[src/rtl/mac_vector_sequencer_if.sv]
// Bundle of operand stream, MAC lane and result port signals for mac_vector_sequencer.
// The slave modport is the sequencer's view; master is the surrounding logic/testbench view.
interface mac_vector_sequencer_if #(
  parameter int DW   = 32,
  parameter int ACCW = 64
);
  logic            in_valid;
  logic            in_ready;
  logic [DW-1:0]   in_a;
  logic [DW-1:0]   in_b;
  logic [DW-1:0]   mac_ain;
  logic [DW-1:0]   mac_bin;
  logic            mac_en;
  logic            mac_clr;
  logic [ACCW-1:0] mac_dout;
  logic            res_valid;
  logic            res_ready;
  logic [ACCW-1:0] res_data;
  logic            busy;
  logic [1:0]      dbg_state;

  modport slave (
    input  in_valid, in_a, in_b, mac_dout, res_ready,
    output in_ready, mac_ain, mac_bin, mac_en, mac_clr, res_valid, res_data, busy, dbg_state
  );

  modport master (
    output in_valid, in_a, in_b, mac_dout, res_ready,
    input  in_ready, mac_ain, mac_bin, mac_en, mac_clr, res_valid, res_data, busy, dbg_state
  );
endinterface

[src/rtl/mac_vector_sequencer.sv]
// Feeds operand pairs from a skid FIFO into one MAC lane, VEC_LEN pairs per dot product,
// then captures the accumulated result and holds it on a valid/ready result port.
module mac_vector_sequencer #(
  parameter int DW         = 32,
  parameter int ACCW       = 64,
  parameter int VEC_LEN    = 8,
  parameter int MAC_LAT    = 1,
  parameter int FIFO_DEPTH = 4
) (
  input  logic                   clk,
  input  logic                   rst,
  mac_vector_sequencer_if.slave  bus
);
  localparam int AW = $clog2(FIFO_DEPTH);
  localparam int EW = $clog2(VEC_LEN) + 1;
  localparam int LW = $clog2(MAC_LAT) + 1;

  typedef enum logic [1:0] {IDLE = 2'd0, FEED = 2'd1, DRAIN = 2'd2, HOLD = 2'd3} state_t;

  // Handshakes: a transfer happens on a rising edge where valid && ready are both 1.
  // Sources keep valid and data stable until the transfer; in_ready depends on FIFO fullness
  // only, and res_valid/res_data stay fixed until res_ready is seen.
  state_t            state_q;
  logic [EW-1:0]     elem_cnt_q;
  logic [LW-1:0]     lat_cnt_q;
  logic [DW-1:0]     ain_q, bin_q;
  logic              en_q, clr_q, res_valid_q;
  logic [ACCW-1:0]   res_data_q;

  logic [DW-1:0]     mem_a [FIFO_DEPTH];
  logic [DW-1:0]     mem_b [FIFO_DEPTH];
  logic [AW-1:0]     wr_ptr_q, rd_ptr_q;
  logic [AW:0]       count_q, count_d;
  logic              full, empty, push, pop;

  assign full    = (count_q == (AW+1)'(FIFO_DEPTH));
  assign empty   = (count_q == '0);
  assign push    = bus.in_valid && !full;
  assign pop     = (state_q == FEED) && !empty;
  assign count_d = count_q + {{AW{1'b0}}, push} - {{AW{1'b0}}, pop};

  always_ff @(posedge clk or posedge rst) begin
    if (rst) begin
      wr_ptr_q <= '0;
      rd_ptr_q <= '0;
      count_q  <= '0;
    end else begin
      if (push) wr_ptr_q <= wr_ptr_q + 1'b1;
      if (pop)  rd_ptr_q <= rd_ptr_q + 1'b1;
      count_q <= count_d;
    end
  end

  always_ff @(posedge clk) begin
    if (push) begin
      mem_a[wr_ptr_q] <= bus.in_a;
      mem_b[wr_ptr_q] <= bus.in_b;
    end
  end

  always_ff @(posedge clk or posedge rst) begin
    if (rst) begin
      state_q     <= IDLE;
      elem_cnt_q  <= '0;
      lat_cnt_q   <= '0;
      ain_q       <= '0;
      bin_q       <= '0;
      en_q        <= 1'b0;
      clr_q       <= 1'b0;
      res_valid_q <= 1'b0;
      res_data_q  <= '0;
    end else begin
      en_q  <= 1'b0;
      clr_q <= 1'b0;
      case (state_q)
        IDLE: begin
          if (!empty) state_q <= FEED;
          else        clr_q   <= 1'b1;
        end
        FEED: begin
          if (!empty) begin
            ain_q <= mem_a[rd_ptr_q];
            bin_q <= mem_b[rd_ptr_q];
            en_q  <= 1'b1;
            if (elem_cnt_q == EW'(VEC_LEN - 1)) begin
              elem_cnt_q <= '0;
              state_q    <= DRAIN;
            end else begin
              elem_cnt_q <= elem_cnt_q + 1'b1;
            end
          end
        end
        // The first DRAIN cycle still carries the last mac_en; the sum settles MAC_LAT edges later.
        DRAIN: begin
          if (lat_cnt_q == LW'(MAC_LAT)) begin
            lat_cnt_q   <= '0;
            res_data_q  <= bus.mac_dout;
            res_valid_q <= 1'b1;
            state_q     <= HOLD;
          end else begin
            lat_cnt_q <= lat_cnt_q + 1'b1;
          end
        end
        HOLD: begin
          if (bus.res_ready) begin
            res_valid_q <= 1'b0;
            clr_q       <= 1'b1;
            state_q     <= IDLE;
          end
        end
        default: state_q <= IDLE;
      endcase
    end
  end

  assign bus.in_ready  = !full;
  assign bus.mac_ain   = ain_q;
  assign bus.mac_bin   = bin_q;
  assign bus.mac_en    = en_q;
  assign bus.mac_clr   = clr_q;
  assign bus.res_valid = res_valid_q;
  assign bus.res_data  = res_data_q;
  assign bus.busy      = (state_q != IDLE);
  assign bus.dbg_state = state_q;
endmodule
[src/flat_wrapper.sv]
// flat-port wrapper written by rule: the top's interface ports become plain ports
module mac_vector_sequencer_flat 
#(
  parameter int DW         = 32,
  parameter int ACCW       = 64,
  parameter int VEC_LEN    = 8,
  parameter int MAC_LAT    = 1,
  parameter int FIFO_DEPTH = 4
)
  (clk, rst, bus_in_valid, bus_in_a, bus_in_b, bus_mac_dout, bus_res_ready, bus_in_ready, bus_mac_ain, bus_mac_bin, bus_mac_en, bus_mac_clr, bus_res_valid, bus_res_data, bus_busy, bus_dbg_state);
  mac_vector_sequencer_if #(.DW(DW), .ACCW(ACCW)) bus_i ();
  input  logic clk;
  input  logic rst;
  input wire logic [$bits(bus_i.in_valid)-1:0] bus_in_valid;
  input wire logic [$bits(bus_i.in_a)-1:0] bus_in_a;
  input wire logic [$bits(bus_i.in_b)-1:0] bus_in_b;
  input wire logic [$bits(bus_i.mac_dout)-1:0] bus_mac_dout;
  input wire logic [$bits(bus_i.res_ready)-1:0] bus_res_ready;
  output wire logic [$bits(bus_i.in_ready)-1:0] bus_in_ready;
  output wire logic [$bits(bus_i.mac_ain)-1:0] bus_mac_ain;
  output wire logic [$bits(bus_i.mac_bin)-1:0] bus_mac_bin;
  output wire logic [$bits(bus_i.mac_en)-1:0] bus_mac_en;
  output wire logic [$bits(bus_i.mac_clr)-1:0] bus_mac_clr;
  output wire logic [$bits(bus_i.res_valid)-1:0] bus_res_valid;
  output wire logic [$bits(bus_i.res_data)-1:0] bus_res_data;
  output wire logic [$bits(bus_i.busy)-1:0] bus_busy;
  output wire logic [$bits(bus_i.dbg_state)-1:0] bus_dbg_state;
  assign bus_i.in_valid = bus_in_valid;
  assign bus_i.in_a = bus_in_a;
  assign bus_i.in_b = bus_in_b;
  assign bus_i.mac_dout = bus_mac_dout;
  assign bus_i.res_ready = bus_res_ready;
  assign bus_in_ready = bus_i.in_ready;
  assign bus_mac_ain = bus_i.mac_ain;
  assign bus_mac_bin = bus_i.mac_bin;
  assign bus_mac_en = bus_i.mac_en;
  assign bus_mac_clr = bus_i.mac_clr;
  assign bus_res_valid = bus_i.res_valid;
  assign bus_res_data = bus_i.res_data;
  assign bus_busy = bus_i.busy;
  assign bus_dbg_state = bus_i.dbg_state;
  mac_vector_sequencer #(.DW(DW), .ACCW(ACCW), .VEC_LEN(VEC_LEN), .MAC_LAT(MAC_LAT), .FIFO_DEPTH(FIFO_DEPTH)) u_core (.clk(clk), .rst(rst), .bus(bus_i));
endmodule
[config.mk]
export PLATFORM = sky130hd
export DESIGN_NAME = mac_vector_sequencer_flat
export DESIGN_NICKNAME = d
export VERILOG_FILES = /design/src/rtl/mac_vector_sequencer_if.sv /design/src/rtl/mac_vector_sequencer.sv /design/src/flat_wrapper.sv
export SDC_FILE = /design/constraint.sdc
export NUM_CORES = 1
export LEC_CHECK = 0
export CAP_MARGIN = 20
export CORE_MARGIN = 2
export CORE_UTILIZATION = 25
export DETAILED_ROUTE_END_ITERATION = 7
export DONT_BUFFER_PORTS = 1
export GPL_ROUTABILITY_DRIVEN = 0
export PLACE_DENSITY = 0.5
export SYNTH_ARGS = -nofsm -noshare
export SYNTH_HDL_FRONTEND = slang
export SYNTH_SLANG_ARGS = --single-unit
[constraint.sdc]
create_clock -name clk -period 5.1 [get_ports clk]
set_input_delay 0.51 -clock clk [delete_from_list [all_inputs] [get_ports clk]]
set_output_delay 0.51 -clock clk [all_outputs]
set_load 0.05 [all_outputs]
Word level (Yosys, flattened, before mapping). Memories as Yosys holds them, arrays and structs flattened. A register that Yosys moved wholly into a read port is not among the register bits. Index checks and enable logic that the tools add are counted.

Register bits after elaboration: 81. RAM bits: 256. Bits of input ports: 132. Output and inout bits: 135. Logic and storage cells: 59. Memories: 2.

$add $sub $neg: 6. Eq/ne operators: 10. Mux-type cells: 18. Bitwise operators: 1. Reduce and logical (&&, ||, !) cells: 12.

Memories: u_core.mem_a (words 4, width 32, rd ports 1, clocked after memory_dff 1, wr ports 1, line mac_vector_sequencer.sv:30) `logic [DW-1:0] mem_a [FIFO_DEPTH];`; u_core.mem_b (words 4, width 32, rd ports 1, clocked after memory_dff 1, wr ports 1, line mac_vector_sequencer.sv:31) `logic [DW-1:0] mem_b [FIFO_DEPTH];`.

Operators by type and width (number): $mux 2 (5); $mux 1 (9); $ne 2x2->1 const B (4); $pmux 2 s4 (1); $reduce_and 5->1 (1); $add 2x1->2 const B (2); $add 4x1->4 const B (1); $eq 2x2->1 const B (2); $eq 4x3->1 const B (1); $mux 4 (1); $pmux 1 s2 (2); $reduce_and 2->1 (2); $reduce_bool 2->1 (2); $add 3x1->3 (1); $eq 3x3->1 const B (1); $logic_not 3->1 (1); $reduce_and 3->1 (1); $sub 3x1->3 (1); $eq 2x1->1 const B (1); $logic_and 1x1->1 (2); $logic_not 1->1 (2); $logic_not 2->1 (1); $ne 2x1->1 const B (1); $add 1x1->1 const B (1); $not 1->1 (1).

Depth between registers and ports, before layout.
Depth in word-level cells: 5. Mapped depth: 12. Depth with buffers taken out: 10.

Worst setup path after synthesis. OpenSTA, ideal clock, no wires.

Path kind: reg-to-reg. Start: reg u_core.count_q[1]. End: mem u_core.mem_a[1][0] (enable). Library setup time: 0.429 ns. Data arrival time: 2.525 ns. Path slack: 2.146 ns. Stages on the path, launching flop included: 4. Buffers on the path: 0. Period minus slack after synthesis: 2.954 ns. Path through: dfrtp_1 -> inv_1 -> nand3_1 -> and3_1.

Cells in the longest elaborated chain, start to end: 5.

Ends and longest elaborated chain: from (decl) (line mac_vector_sequencer.sv:33) `logic [AW:0] count_q, count_d;`; from (signal assigned) (line mac_vector_sequencer.sv:50) `count_q <= count_d;`; $eq 3x3->1 (line mac_vector_sequencer.sv:36) `assign full = (count_q == (AW+1)'(FIFO_DEPTH));`; $logic_not 1->1; net bus_in_ready (line flat_wrapper.sv:19) `output wire logic [$bits(bus_i.in_ready)-1:0] bus_in_ready;`; $logic_and 1x1->1 (line mac_vector_sequencer.sv:38) `assign push = bus.in_valid && !full;`; $mux 1 (line mac_vector_sequencer.sv:55) `if (push) begin`; $mux 1 (not written as such) (line mac_vector_sequencer.sv:56) `mem_a[wr_ptr_q] <= bus.in_a;`; to (decl) (line mac_vector_sequencer.sv:30).

The timed path passes the listed nets, and every way through them passes these cells.

Worst setup path after layout.
Start: reg u_core.state_q[0], in the netlist u_core.bus.dbg_state[0]. End: reg u_core.res_data_q[28], in the netlist u_core.bus.res_data[28].

Cells in the longest elaborated chain, start to end: 2.

Ends and longest elaborated chain: from (decl) (line mac_vector_sequencer.sv:23) `state_t state_q;`; from (signal assigned) (line mac_vector_sequencer.sv:63) `state_q <= IDLE;`; from (signal assigned) (line mac_vector_sequencer.sv:77) `if (!empty) state_q <= FEED;`; from (signal assigned) (line mac_vector_sequencer.sv:87) `state_q <= DRAIN;`; $eq 2x2->1 (line mac_vector_sequencer.sv:75) `case (state_q)`; $reduce_and 2->1 (no source line); to (signal assigned) (line mac_vector_sequencer.sv:97) `res_data_q <= bus.mac_dout;`; to (decl) (line mac_vector_sequencer.sv:28) `logic [ACCW-1:0] res_data_q;`.

No other way between the ends. A chain may end at the register's enable or synchronous reset.

==> flow_metrics.tcl <==
set metrics [dict create \
    status "complete, no violations" \
    synth-main-ff-cell "edfxtp_1" \
    rr_endpoint "u_core.bus.res_data[28]$_DFFE_PP0P_" \
    yosysWarnings 0 \
    hold_end "u_core.bus.res_data[27]$_DFFE_PP0P_" \
    ys_ff_latch 401 \
    final_cell_mix "edfxtp_1 (256), nand2_1 (203), dfrtp_1 (143)" \
    die_area_mm2 0.0616 \
    max_freq_mhz 349 \
    fp.dieW_um 248 \
    whs_ns 0.0924 \
    cts-root-buf "clkbuf_16" \
    finalSetupViolCount 0 \
    cts_tree "yes" \
    insertion_delay_ns 0.58 \
    dp_slack_ns 2.19 \
    worstHoldStart "bus_mac_dout[27]" \
    clk_path_buf_depth 3 \
    areaGrowthSynthToFinish_pct 21.0 \
    tns_ns 0 \
    track_usage_pct 11.0 \
    period_needed_ns 2.86 \
    finalWorstSetupSlack_ns 2.24 \
    grt_pass1_vias 7956 \
    post-route-period-util_pct 56.1 \
    antenna_found_initial 6 \
    yosysSeqAreaShare_pct 75.9 \
    cap_violations 0 \
    finalHoldViolations 0 \
    hold_path_depth 1 \
    vdd_drop_max_mv 0.364 \
    vias 7242 \
    initial_core_util_pct 25.3 \
    core-area_mm2 0.0590 \
    nNetsFinal 1058 \
    avgViaCountPerCell 4.19 \
    cts_made_buffers 46 \
    dieHeight_um 248 \
    syn_area_per_cell_um2 18.1 \
    async_reset_ff_share_pct 36.2 \
    portBuffers 0 \
    synth_enable_flop_cells 256 \
    dpl.hpwl_mm 21.4 \
    arrival_ns 3.31 \
    netlist_area_mm2 0.0149 \
    cts_sinks 401 \
    ios 267 \
    r2r_start "u_core.bus.dbg_state[0]$_DFFE_PP0P_" \
    syn-num-nets 969 \
    critPathKind "flip-flop to flip-flop" \
    endpoint_kind "flip-flop" \
    synth_cells 824 \
    required_ns 5.55 \
    rsz0062_at_grt "no" \
    crit_path_start_kind "flip-flop" \
    drc 0 \
    skew_ns 0.0191 \
    critPathMaxFanout 34 \
    num_rows 89 \
    postCtsSetupBuffers 0 \
    ctsHtreeMaxLevel 2 \
    wl_per_cell_um 19.9 \
    drive_above_1_share_pct 24.1 \
    reg2reg_depth 5 \
    path_clk_slew_ns 0.06 \
    slew_headroom_pct 27.3 \
    p_per_area_mw_per_mm2 723 \
    grt_max_degree 86 \
    grt_pass1_wl_mm 50.5 \
    synth.distinct_cells 30 \
    overflow 0 \
    reg2reg_slack_ns 2.24 \
    drt_iter0_drc 342 \
    mostFrequentLayoutCell "edfxtp_1" \
    routed_wl_mm 34.4 \
    ant_nets 0 \
    power.leakage_nw 6.69 \
    tightest_slew_ns 1.09 \
    hold_class "input port to flip-flop" \
    maxSlewViolCount 0 \
    drt-pass1-iter-count 4 \
]
-- how the worst max path moves through the flow --
stage                     slack (ns)                                 from  depth (start not counted)                                  end
after floorplan                 0.70                                  rst                          1  u_core.bus.dbg_state[0]$_DFFE_PP0P_
after global placement          2.22  u_core.bus.dbg_state[0]$_DFFE_PP0P_                          5  u_core.bus.res_data[27]$_DFFE_PP0P_
after detailed placement        2.19  u_core.bus.dbg_state[0]$_DFFE_PP0P_                          5  u_core.bus.res_data[28]$_DFFE_PP0P_
after CTS                       2.18  u_core.bus.dbg_state[0]$_DFFE_PP0P_                          5  u_core.bus.res_data[28]$_DFFE_PP0P_
after global routing            2.01  u_core.bus.dbg_state[0]$_DFFE_PP0P_                          5  u_core.bus.res_data[28]$_DFFE_PP0P_
final                           2.24  u_core.bus.dbg_state[0]$_DFFE_PP0P_                          5  u_core.bus.res_data[28]$_DFFE_PP0P_
-- synthesized netlist by cell type, types with 2 or more instances --
cell	number	area, um2
edfxtp_1	256	7690
nand2_1	204	766
dfrtp_1	145	3630
mux2_2	66	743
mux4_2	64	1440
buf_2	23	115
ha_1	12	150
inv_1	12	45.0
buf_6	6	67.6
xnor2_1	6	52.6
buf_4	5	37.5
and3_1	4	25.0
nand3_1	2	10.0
nor2_1	2	7.51
o21ai_0	2	10.0
-- per-layer routing --
layer / up-vias / global-route usage, % / wire length (um)
li1: 3228 / - / -
met1: 3713 / 13.0 / 13900
met2: 244 / 18.8 / 17000
met3: 51 / 3.94 / 2800
met4: 6 / 3.26 / 624
met5: - / 0 / 43
-- state kept, by name (all words and copies together) (netlist names) --
name / flops
u_core.bus.dbg_state: 2
u_core.bus.mac_ain: 32
u_core.bus.mac_bin: 32
u_core.bus.mac_clr: 1
u_core.bus.mac_en: 1
u_core.bus.res_data: 64
u_core.bus.res_valid: 1
u_core.count_q: 3
u_core.elem_cnt_q: 4
u_core.lat_cnt_q: 1
u_core.mem_a: 128
u_core.mem_b: 128
u_core.rd_ptr_q: 2
u_core.wr_ptr_q: 2
-- kinds of logic after synthesis --
family	synth area share, %
AND/OR/NAND/NOR	5.66
buffers and inverters	1.83
flip-flops	75.9
XOR/XNOR	0.411
multiplexers	14.7
AO/OA/AOI/OAI	0.327
adder cells (fa/ha/maj)	1.14
-- area by class of cell --
cell class | instances | area, um2
Antenna cell | 3 | 7.51
Clock buffer | 62 | 1310
Clock inverter | 24 | 269
Fill cell | 5802 | 41000
Inverter | 13 | 55.1
Multi-Input combinational cell | 375 | 3350
Sequential cell | 401 | 11300
Tap cell | 773 | 967
Timing Repair Buffer | 76 | 753
-- power by group --
part	total [mW]	leakage (nW)	switching (mW)	internal, mW
logic	2.58	1.83	1.36	1.23
clock network	3.39	0.780	1.36	2.03
registers	7.07	4.08	2.58	4.49
-- critical path, cell delays in order, from the launching register on --
cell and delay (ns):
dfrtp_1 0.72, inv_1 0.20, ha_1 0.32, nand2_2 0.60, buf_4 0.48, mux2_2 0.39
-- per-stage QoR --
step | instance area (um2) | cells | total power, mW | utilization, %
after floorplan | 14900 | 824 | 8.96 | -
after global placement | 15800 | 1572 | 9.74 | 26.7
after detailed placement | 15800 | 1573 | 9.81 | 26.8
after CTS | 18000 | 1724 | 13.3 | 30.5
after global routing | 18000 | 1726 | 13.8 | 30.6
final | 18000 | 1727 | 13.0 | 30.6
-- timing repair --
item,CTS,global route
hold endpoints to repair,286,0
gates resized for setup,0,0
hold buffers,65,0
setup endpoints to repair,0,0
Note: power is estimated with default switching activity, not from simulation.
